===== src/rtl/lstm_weight_loader_if.sv =====
// AXI4-Lite write channels (AW, W, B) between the weight loader and the
// axi4_lite_lstm_layers register block. The read channels stay with the host.
interface lstm_weight_loader_if;
   logic [31:0] awaddr;
   logic [2:0]  awprot;
   logic        awvalid;
   logic        awready;
   logic [31:0] wdata;
   logic [3:0]  wstrb;
   logic        wvalid;
   logic        wready;
   logic [1:0]  bresp;
   logic        bvalid;
   logic        bready;

   modport master (
      output awaddr, awprot, awvalid,
      input  awready,
      output wdata, wstrb, wvalid,
      input  wready,
      input  bresp, bvalid,
      output bready
   );

   modport slave (
      input  awaddr, awprot, awvalid,
      output awready,
      input  wdata, wstrb, wvalid,
      output wready,
      output bresp, bvalid,
      input  bready
   );
endinterface


===== src/rtl/lstm_weight_loader.sv =====
// Turns a valid/ready word stream into single-beat AXI4-Lite writes to consecutive
// addresses. Optional macro LSTM_LOADER_ABORT_ON_ERROR_EN ends a load on the first error.
module lstm_weight_loader #(
   parameter int WIDTH     = 32,
   parameter int CNT_WIDTH = 16
) (
   input  logic                 clk,
   input  logic                 rst,
   input  logic                 start,
   input  logic [31:0]          base_addr,
   input  logic [CNT_WIDTH-1:0] word_count,
   input  logic [WIDTH-1:0]     in_data,
   input  logic                 in_valid,
   output logic                 in_ready,
   lstm_weight_loader_if.master axi,
   output logic                 busy,
   output logic                 done,
   output logic                 error,
   output logic [CNT_WIDTH-1:0] err_count
);

   typedef enum logic [1:0] {IDLE, FETCH, WRITE, RESP} state_t;

   state_t               state_q, state_d;
   logic [31:0]          base_q, base_d;
   logic [CNT_WIDTH-1:0] count_q, count_d;
   logic [CNT_WIDTH-1:0] idx_q, idx_d;
   logic [CNT_WIDTH-1:0] err_count_q, err_count_d;
   logic [31:0]          awaddr_q, awaddr_d;
   logic [31:0]          wdata_q, wdata_d;
   logic                 in_ready_q, in_ready_d;
   logic                 awvalid_q, awvalid_d;
   logic                 wvalid_q, wvalid_d;
   logic                 bready_q, bready_d;
   logic                 busy_q, busy_d;
   logic                 done_q, done_d;
   logic                 error_q, error_d;
   logic                 resp_bad;
   logic                 resp_last;

   // NOTE: every variable gets its default before the case; a path that leaves one
   // unassigned would infer a latch.
   always_comb begin
      state_d     = state_q;
      base_d      = base_q;
      count_d     = count_q;
      idx_d       = idx_q;
      err_count_d = err_count_q;
      awaddr_d    = awaddr_q;
      wdata_d     = wdata_q;
      in_ready_d  = in_ready_q;
      awvalid_d   = awvalid_q;
      wvalid_d    = wvalid_q;
      bready_d    = bready_q;
      busy_d      = busy_q;
      done_d      = 1'b0;
      error_d     = error_q;
      resp_bad    = 1'b0;
      resp_last   = 1'b0;

      case (state_q)
         IDLE: begin
            if (start) begin
               if (word_count != '0) begin
                  base_d      = base_addr & ~32'h3;
                  count_d     = word_count;
                  idx_d       = '0;
                  error_d     = 1'b0;
                  err_count_d = '0;
                  in_ready_d  = 1'b1;
                  busy_d      = 1'b1;
                  state_d     = FETCH;
               end else begin
                  // Empty load: acknowledge without touching the bus.
                  done_d = 1'b1;
               end
            end
         end

         FETCH: begin
            if (in_valid && in_ready_q) begin
               wdata_d    = in_data;
               awaddr_d   = base_q + (32'(idx_q) << 2);
               awvalid_d  = 1'b1;
               wvalid_d   = 1'b1;
               in_ready_d = 1'b0;
               state_d    = WRITE;
            end
         end

         WRITE: begin
            // Address and data channels retire independently, in either order.
            if (axi.awready) awvalid_d = 1'b0;
            if (axi.wready)  wvalid_d  = 1'b0;
            if (!awvalid_d && !wvalid_d) begin
               bready_d = 1'b1;
               state_d  = RESP;
            end
         end

         RESP: begin
            if (axi.bvalid) begin
               resp_bad = (axi.bresp != 2'b00);
               if (resp_bad) begin
                  error_d = 1'b1;
                  if (err_count_q != '1) err_count_d = err_count_q + CNT_WIDTH'(1);
               end
               idx_d     = idx_q + CNT_WIDTH'(1);
               resp_last = (idx_d == count_q);
`ifdef LSTM_LOADER_ABORT_ON_ERROR_EN
               resp_last = resp_last | resp_bad;
`endif
               bready_d = 1'b0;
               if (resp_last) begin
                  done_d  = 1'b1;
                  busy_d  = 1'b0;
                  state_d = IDLE;
               end else begin
                  in_ready_d = 1'b1;
                  state_d    = FETCH;
               end
            end
         end

         default: state_d = IDLE;
      endcase
   end

   // NOTE: sequential state uses non-blocking assignments only, so every register
   // samples the pre-edge values regardless of statement order.
   always_ff @(posedge clk or negedge rst) begin
      if (!rst) begin
         state_q     <= IDLE;
         base_q      <= '0;
         count_q     <= '0;
         idx_q       <= '0;
         err_count_q <= '0;
         awaddr_q    <= '0;
         wdata_q     <= '0;
         in_ready_q  <= 1'b0;
         awvalid_q   <= 1'b0;
         wvalid_q    <= 1'b0;
         bready_q    <= 1'b0;
         busy_q      <= 1'b0;
         done_q      <= 1'b0;
         error_q     <= 1'b0;
      end else begin
         state_q     <= state_d;
         base_q      <= base_d;
         count_q     <= count_d;
         idx_q       <= idx_d;
         err_count_q <= err_count_d;
         awaddr_q    <= awaddr_d;
         wdata_q     <= wdata_d;
         in_ready_q  <= in_ready_d;
         awvalid_q   <= awvalid_d;
         wvalid_q    <= wvalid_d;
         bready_q    <= bready_d;
         busy_q      <= busy_d;
         done_q      <= done_d;
         error_q     <= error_d;
      end
   end

   assign in_ready    = in_ready_q;
   assign busy        = busy_q;
   assign done        = done_q;
   assign error       = error_q;
   assign err_count   = err_count_q;
   assign axi.awaddr  = awaddr_q;
   assign axi.awprot  = 3'b000;
   assign axi.awvalid = awvalid_q;
   assign axi.wdata   = wdata_q;
   assign axi.wstrb   = 4'hF;
   assign axi.wvalid  = wvalid_q;
   assign axi.bready  = bready_q;

endmodule


===== src/flat_wrapper.sv =====
// flat-port wrapper written by rule: the top's interface ports become plain ports
module lstm_weight_loader_flat 
#(
   parameter int WIDTH     = 32,
   parameter int CNT_WIDTH = 16
)
  (clk, rst, start, base_addr, word_count, in_data, in_valid, in_ready, busy, done, error, err_count, axi_awaddr, axi_awprot, axi_awvalid, axi_awready, axi_wdata, axi_wstrb, axi_wvalid, axi_wready, axi_bresp, axi_bvalid, axi_bready);
  lstm_weight_loader_if axi_i ();
  input  logic clk;
  input  logic rst;
  input  logic start;
  input  logic [31:0] base_addr;
  input  logic [CNT_WIDTH-1:0] word_count;
  input  logic [WIDTH-1:0] in_data;
  input  logic in_valid;
  output logic in_ready;
  output logic busy;
  output logic done;
  output logic error;
  output logic [CNT_WIDTH-1:0] err_count;
  output wire logic [$bits(axi_i.awaddr)-1:0] axi_awaddr;
  output wire logic [$bits(axi_i.awprot)-1:0] axi_awprot;
  output wire logic [$bits(axi_i.awvalid)-1:0] axi_awvalid;
  input wire logic [$bits(axi_i.awready)-1:0] axi_awready;
  output wire logic [$bits(axi_i.wdata)-1:0] axi_wdata;
  output wire logic [$bits(axi_i.wstrb)-1:0] axi_wstrb;
  output wire logic [$bits(axi_i.wvalid)-1:0] axi_wvalid;
  input wire logic [$bits(axi_i.wready)-1:0] axi_wready;
  input wire logic [$bits(axi_i.bresp)-1:0] axi_bresp;
  input wire logic [$bits(axi_i.bvalid)-1:0] axi_bvalid;
  output wire logic [$bits(axi_i.bready)-1:0] axi_bready;
  assign axi_awaddr = axi_i.awaddr;
  assign axi_awprot = axi_i.awprot;
  assign axi_awvalid = axi_i.awvalid;
  assign axi_i.awready = axi_awready;
  assign axi_wdata = axi_i.wdata;
  assign axi_wstrb = axi_i.wstrb;
  assign axi_wvalid = axi_i.wvalid;
  assign axi_i.wready = axi_wready;
  assign axi_i.bresp = axi_bresp;
  assign axi_i.bvalid = axi_bvalid;
  assign axi_bready = axi_i.bready;
  lstm_weight_loader #(.WIDTH(WIDTH), .CNT_WIDTH(CNT_WIDTH)) u_core (.clk(clk), .rst(rst), .start(start), .base_addr(base_addr), .word_count(word_count), .in_data(in_data), .in_valid(in_valid), .in_ready(in_ready), .axi(axi_i), .busy(busy), .done(done), .error(error), .err_count(err_count));
endmodule

===== config.mk =====
export PLATFORM = sky130hd
export DESIGN_NAME = lstm_weight_loader_flat
export DESIGN_NICKNAME = d
export VERILOG_FILES = /design/src/rtl/lstm_weight_loader_if.sv /design/src/rtl/lstm_weight_loader.sv /design/src/flat_wrapper.sv
export SDC_FILE = /design/constraint.sdc
export NUM_CORES = 1
export LEC_CHECK = 0
export ABC_AREA = 1
export BUFFER_PORTS_ARGS = -buffer_cell sky130_fd_sc_hd__buf_4
export CAP_MARGIN = 20
export CORE_ASPECT_RATIO = 0.6
export CORE_MARGIN = 4
export CORE_UTILIZATION = 40
export CTS_BUF_LIST = sky130_fd_sc_hd__clkbuf_8
export DETAILED_ROUTE_END_ITERATION = 8
export HOLD_SLACK_MARGIN = 0.12
export PLACE_DENSITY = 0.66
export SLEW_MARGIN = 20
export SYNTH_ARGS = -nofsm -noshare
export SYNTH_HDL_FRONTEND = slang
export SYNTH_SLANG_ARGS = --single-unit
export TNS_END_PERCENT = 100

===== constraint.sdc =====
create_clock -name clk -period 4.4 [get_ports clk]
set_clock_uncertainty 0.15 [all_clocks]
set_input_delay 0.44 -clock clk [delete_from_list [all_inputs] [get_ports clk]]
set_output_delay 0.44 -clock clk [all_outputs]
set_load 0.01 [all_outputs]

* Yosys cells after proc, flatten, opt, wreduce, memory -nomap -nowiden *
Index checks and enable logic that the tools add are counted.

cells by class
  shift-type cells = 0
  magnitude comparators = 0
  $mul = 0
  divide/modulo/power cells = 0
  equality and inequality tests = 14
  bitwise logic cells = 0
  muxes and demuxes = 44
  add/subtract/negate cells = 3
  reductions and logical operators = 21

operators with widths
  kind                                                                   count
  16-bit 2-to-1 mux                                                      6
  16-bit case mux with 2 select lines                                    2
  16-bit by 1-bit adder with 16-bit output, second input constant        2
  32-bit by 18-bit adder with 32-bit output                              1
  1-bit 2-to-1 mux                                                       23
  16-bit equality test                                                   1
  16-bit != test, second input constant                                  1
  16-bit nonzero test                                                    1
  5-bit AND reduction                                                    3
  2-bit by 1-bit != test with 1-bit output, second input constant        6
  1-bit case mux with 2 select lines                                     6
  6-bit AND reduction                                                    2
  2-bit 2-to-1 mux                                                       5
  2-bit case mux with 4 select lines                                     1
  2-bit nonzero test                                                     4
  2-bit != test, second input constant                                   3
  3-bit AND reduction                                                    2
  2-bit equality test, second input constant                             2
  2-bit AND reduction                                                    2
  4-bit AND reduction                                                    1
  1-bit case mux with 3 select lines                                     1
  3-bit nonzero test                                                     1
  2-bit by 1-bit equality test with 1-bit output, second input constant  1
  1-bit logical AND                                                      2
  other kinds (2)                                                        3

storage, ports and cells
  bits in latches = 0
  memories = 0
  input bits = 89
  output and inout bits = 94
  memory bits (writable) = 0
  bits in read-only memories = 0
  logic and storage cells = 96
  register bits = 151

* Longest topological paths before layout *
  depth in word-level cells = 6
  gate-level depth with buffers = 16
  mapped depth without buffers = 16

* Worst setup path before layout *
OpenSTA, ideal clock, no wires.

  path kind = register -> register
  from = register u_core.idx_q[0]
  to = register u_core.awaddr_q[18], in the netlist u_core.axi.awaddr[18]
  setup time = 0.118 ns
  period minus slack after synthesis = 2.420 ns
  stages on the path, launching flop included = 14
  setup slack = 1.980 ns
  arrival time = 2.152 ns
  buffers on the path = 0
  required time = 4.132 ns
  cells stage by stage = dfrtp_1 ha_1 fa_1 nand2_1 nand2_1 o21ai_1 o21ai_2 nand3_1 nand2_1 nand3_1 nand3_2 or2_2 nand3_1 nand2_1

between the ends
  cells in the longest elaborated chain, start to end = 1

ends and longest elaborated chain
  item                                       line                       source
  start: declaration                         lstm_weight_loader.sv:27   logic [CNT_WIDTH-1:0] idx_q, idx_d;
  start signal: assignment                   lstm_weight_loader.sv:151  idx_q <= idx_d;
  32-bit by 18-bit adder with 32-bit output  lstm_weight_loader.sv:83   awaddr_d = base_q + (32'(idx_q) << 2);
  end signal: assignment                     lstm_weight_loader.sv:153  awaddr_q <= awaddr_d;
  end: declaration                           lstm_weight_loader.sv:29   logic [31:0] awaddr_q, awaddr_d;

Every way passes these cells.
A chain may end at the register's enable or synchronous reset.

* Worst setup path after layout *
Same ends and word-level chain as after synthesis.

==> metrics.md <==
| Metric | Value |
|---|---|
| Total vias in the final route | `between 7,000 and 8,000` |
| Path depth of the worst reg2reg path | `13` |
| Worst slew margin relative to its limit | `0.485` |
| Die W | `191 um` |
| Kind of critical path | `flip-flop to flip-flop` |
| Starting density of the core | `0.416` |
| Inserted Clock Buffers | `17` |
| Maximum capacitance violations | `0` |
| Routability congestion estimate | `between 0.8 and 0.9` |
| Post-synthesis to final-layout area growth | `34.1%` |
| Net load switching power | `2.49 mW` |
| Achievable frequency | `~360 MHz` |
| Worst setup SP type | `flip-flop` |
| Vias in the first global route | `between 7,000 and 8,000` |
| Length of the first detailed-routing pass in iterations | `5` |
| Hold-fix buffers, CTS | `77` |
| TritonCTS clock tree | `done` |
| Wire length of the first global-routing pass | `38,900 um` |
| Total I/O pin count | `183` |
| Largest cells by area after synthesis | `sky130_fd_sc_hd__dfrtp_1 (46%), sky130_fd_sc_hd__nand2_1 (15%), sky130_fd_sc_hd__inv_1 (4.2%)` |
| Register area | `approximately 3700 um2` |
| Maximum number of pins on one net before global-route repair | `82` |
| Slew at the pin closest to its max-slew limit | `0.773 ns` |
| Ys Warns | `0` |
| Detail-routed via count per cell | `between 4 and 5` |
| Drt initial violations | `645` |
| Worst endpoint data arrival time | `approximately 3.0 ns` |
| Run status | `finished, final reports clean` |
| Ant. Diodes | `0` |
| Commonest cells in the netlist | `sky130_fd_sc_hd__nand2_1 (325), sky130_fd_sc_hd__dfrtp_1 (149), sky130_fd_sc_hd__inv_1 (91)` |
| Worst hold-check path type | `input pin to flip-flop` |
| Power per cell area | `about 570 nW/um2` |
| H-tree levels | `4` |
| Area taken by multi-input logic gates | `3820 um2` |
| Total of cells resized after clock tree synthesis | `0` |
| Hold violation total from the final report | `0` |
| Fraction of final layout cells sized beyond drive strength 1 | `0.202` |
| NumNets Final | `approximately 1,400` |
| Number of sinks driven by the clock tree | `between 100 and 150` |
| Library cell occupying the most area in the post-synthesis netlist | `sky130_fd_sc_hd__dfrtp_1` |
| Number of port buffers | `roughly 170` |
| Final Power | `around 6.2 mW` |
| Final critical path time including I/O delays and setup | `2.82 ns` |
| Hold Path Cell Cnt | `3` |
| Post-layout utilization of the core | `0.557` |
| CP required | `between 4 and 5 ns` |
| Antenna violations before repair | `0` |
| Syn Std Cell Area | `approximately 8100 um2` |
| Final Slew Violations | `0` |
| Capturing element type of the critical path | `flip-flop` |
| Number of inserted filler cells in the final layout | `approximately 1,900` |
| Synth Flop Type | `sky130_fd_sc_hd__dfrtp_1` |
| Average cell area after synthesis | `7.96 um2` |
| Cell count after synthesis | `1,014` |
| Buffer cell driving the clock tree root | `sky130_fd_sc_hd__clkbuf_8` |
| Most frequently used cell type in the post-synthesis netlist | `sky130_fd_sc_hd__nand2_1` |
| Post-synth EDFFs | `0` |
| Fraction of synthesized cell area taken by the top area cell type | `0.462` |
| Count of state elements after synthesis | `between 100 and 150` |
| Height of the die | `~120 um` |
| Floorplan die area | `about 23,000 um2` |
| Clock network latency to the later pin of the worst-skew pair | `~0.45 ns` |
| Leakage power of the design | `roughly 5.4 nW` |
| Setup repair after global routing missed its margin | `no` |
| Number of distinct standard cells referenced by the synthesized netlist | `50` |
| VDD IR max | `~0.00025 V` |
| Number of buffers inserted by post-CTS setup repair | `0` |
| Area inside the core boundary | `between 15,000 and 20,000 um2` |
| Internal power component | `around 3.7 mW` |
| Sequential share of power | `0.371` |
| CP max FO | `8` |
| Count of endpoints failing setup in the final report | `0` |
| Proportion of synthesized flip-flops having asynchronous set or reset | `1.00` |
| Setup_tns | `0 ns` |
| Fraction of power consumed by the clock network | `0.201` |
| Deepest clock path buffer count | `2` |
| Rows | `39` |
| Post-route fraction of the period consumed by the critical path | `0.640` |
| Overall Global Routing Usage | `0.215` |
| Post-detailed-route count of antenna-violating nets | `0` |
| Post-detailed-placement half-perimeter wirelength | `~17,000 um` |
| Post-Route WL | `between 20,000 and 25,000 um` |
| Switching share of power | `0.404` |
| Sum of overflow across all layers after global routing | `0` |
| Wire length per cell | `between 15 and 20 um` |
| Power share of the combinational group | `0.428` |
| Remaining design rule violation count | `0` |
| Clock-pin slew on the worst setup and hold paths | `around 0.09 ns` |
| Register area share after synthesis | `0.462` |
cell usage in the layout, fill, tap and decap left out, types with 8 or more instances in the layout:
master,instances
sky130_fd_sc_hd__inv_1,92
sky130_fd_sc_hd__nand2_1,324
sky130_fd_sc_hd__mux2_2,18
sky130_fd_sc_hd__o22ai_1,16
sky130_fd_sc_hd__nand3_1,55
sky130_fd_sc_hd__o21ai_0,51
sky130_fd_sc_hd__nor2_1,70
sky130_fd_sc_hd__buf_4,172
sky130_fd_sc_hd__nor3_1,20
sky130_fd_sc_hd__xnor2_1,8
sky130_fd_sc_hd__nand4_1,27
sky130_fd_sc_hd__clkbuf_8,18
sky130_fd_sc_hd__xor2_1,15
sky130_fd_sc_hd__conb_1,9
sky130_fd_sc_hd__ha_1,23
sky130_fd_sc_hd__dfrtp_1,149
sky130_fd_sc_hd__a21oi_1,38
sky130_fd_sc_hd__dlygate4sd3_1,77
metal layers:
layer / up-vias / GRT usage / share of wire
met5: - / 0 / 0
met4: 0 / 0.0556 / 0.013
met3: 25 / 0.0495 / 0.075
met2: 263 / 0.297 / 0.41
met1: 3530 / 0.333 / 0.51
li1: 3794 / - / -
worst max-delay path, cell delays in order, from the launching register on:
cell and delay, ns:
sky130_fd_sc_hd__dfrtp_1 0.50, sky130_fd_sc_hd__ha_1 0.29, sky130_fd_sc_hd__fa_1 0.47, sky130_fd_sc_hd__nand2_1 0.09, sky130_fd_sc_hd__nand2_1 0.05, sky130_fd_sc_hd__o21ai_1 0.13
sky130_fd_sc_hd__o21ai_2 0.10, sky130_fd_sc_hd__nand3_1 0.08, sky130_fd_sc_hd__nand2_1 0.11, sky130_fd_sc_hd__nand3_1 0.11, sky130_fd_sc_hd__nand3_2 0.15, sky130_fd_sc_hd__or2_2 0.31
sky130_fd_sc_hd__nand3_1 0.07, sky130_fd_sc_hd__nand2_1 0.07
area by class of cell:
cell class                 count  area share
tap                          266      0.0307
multi-input combinational    740       0.353
inverter                      98      0.0346
clock buffer                  18      0.0229
sequential                   149       0.344
timing repair buffer         252       0.195
clock inverter                13      0.0190
through the flow:
| step | hold slack [ns] | area [um2] | worst slack [ns] | instances |
|---|---|---|---|---|
| 4_1_cts | 0.121 | 10800 | 1.61 | 1536 |
| 3_3_place_gp | 0.314 | 9600 | 1.66 | 1428 |
| 2_1_floorplan | -0.00559 | 8100 | 1.98 | 1021 |
| 5_1_grt | 0.148 | 10800 | 1.40 | 1536 |
| 6_report | 0.148 | 10800 | 1.58 | 1536 |
| 3_5_place_dp | 0.317 | 9600 | 1.64 | 1428 |
final timing paths:
kind | start | slack (ns) | to
min reg2reg | u_core.axi.wdata[28]$_DFFE_PN0P_ | 0.33 | u_core.axi.wdata[28]$_DFFE_PN0P_
min in group asynchronous | rst | 0.39 | u_core.axi.awaddr[9]$_DFFE_PN0P_
max reg2reg | u_core.idx_q[0]$_DFFE_PN0P_ | 1.58 | u_core.axi.awaddr[18]$_DFFE_PN0P_
max | u_core.idx_q[0]$_DFFE_PN0P_ | 1.58 | u_core.axi.awaddr[18]$_DFFE_PN0P_
max in group asynchronous | rst | 2.85 | u_core.err_count[12]$_DFFE_PN0P_
min | word_count[6] | 0.15 | u_core.count_q[6]$_DFFE_PN0P_
state kept, by name, summed over array words and instances, names as in the netlist:
name / count
u_core.axi.wvalid: 1
u_core.done: 1
u_core.axi.wdata: 32
u_core.in_ready: 1
u_core.axi.bready: 1
u_core.count_q: 16
u_core.error: 1
u_core.state_q: 2
u_core.busy: 1
u_core.idx_q: 16
u_core.err_count: 16
u_core.base_q: 30
u_core.axi.awvalid: 1
u_core.axi.awaddr: 30
power groups by stage:
stage               Combinational [mW]  Sequential (mW)  Clock (mW)
floorplan                         1.51             2.32           0
global placement                  2.54             2.29           0
detailed placement                2.58             2.30           0
CTS                               2.64             2.28        1.27
global route                      2.96             2.35        1.33
finish                            2.64             2.29        1.24
cells by family after synthesis:
group / after synthesis / share of synthesized area
other: 2 / 0.000930
xor gates and xnor gates: 24 / 0.0277
AOI/OAI and AO/OA: 130 / 0.0905
adders and majority gates: 24 / 0.0381
buffers and inverters: 132 / 0.0689
muxes: 18 / 0.0251
and+or+nand+nor: 535 / 0.287
DFF: 149 / 0.462
(Power assumes the default switching activity.)
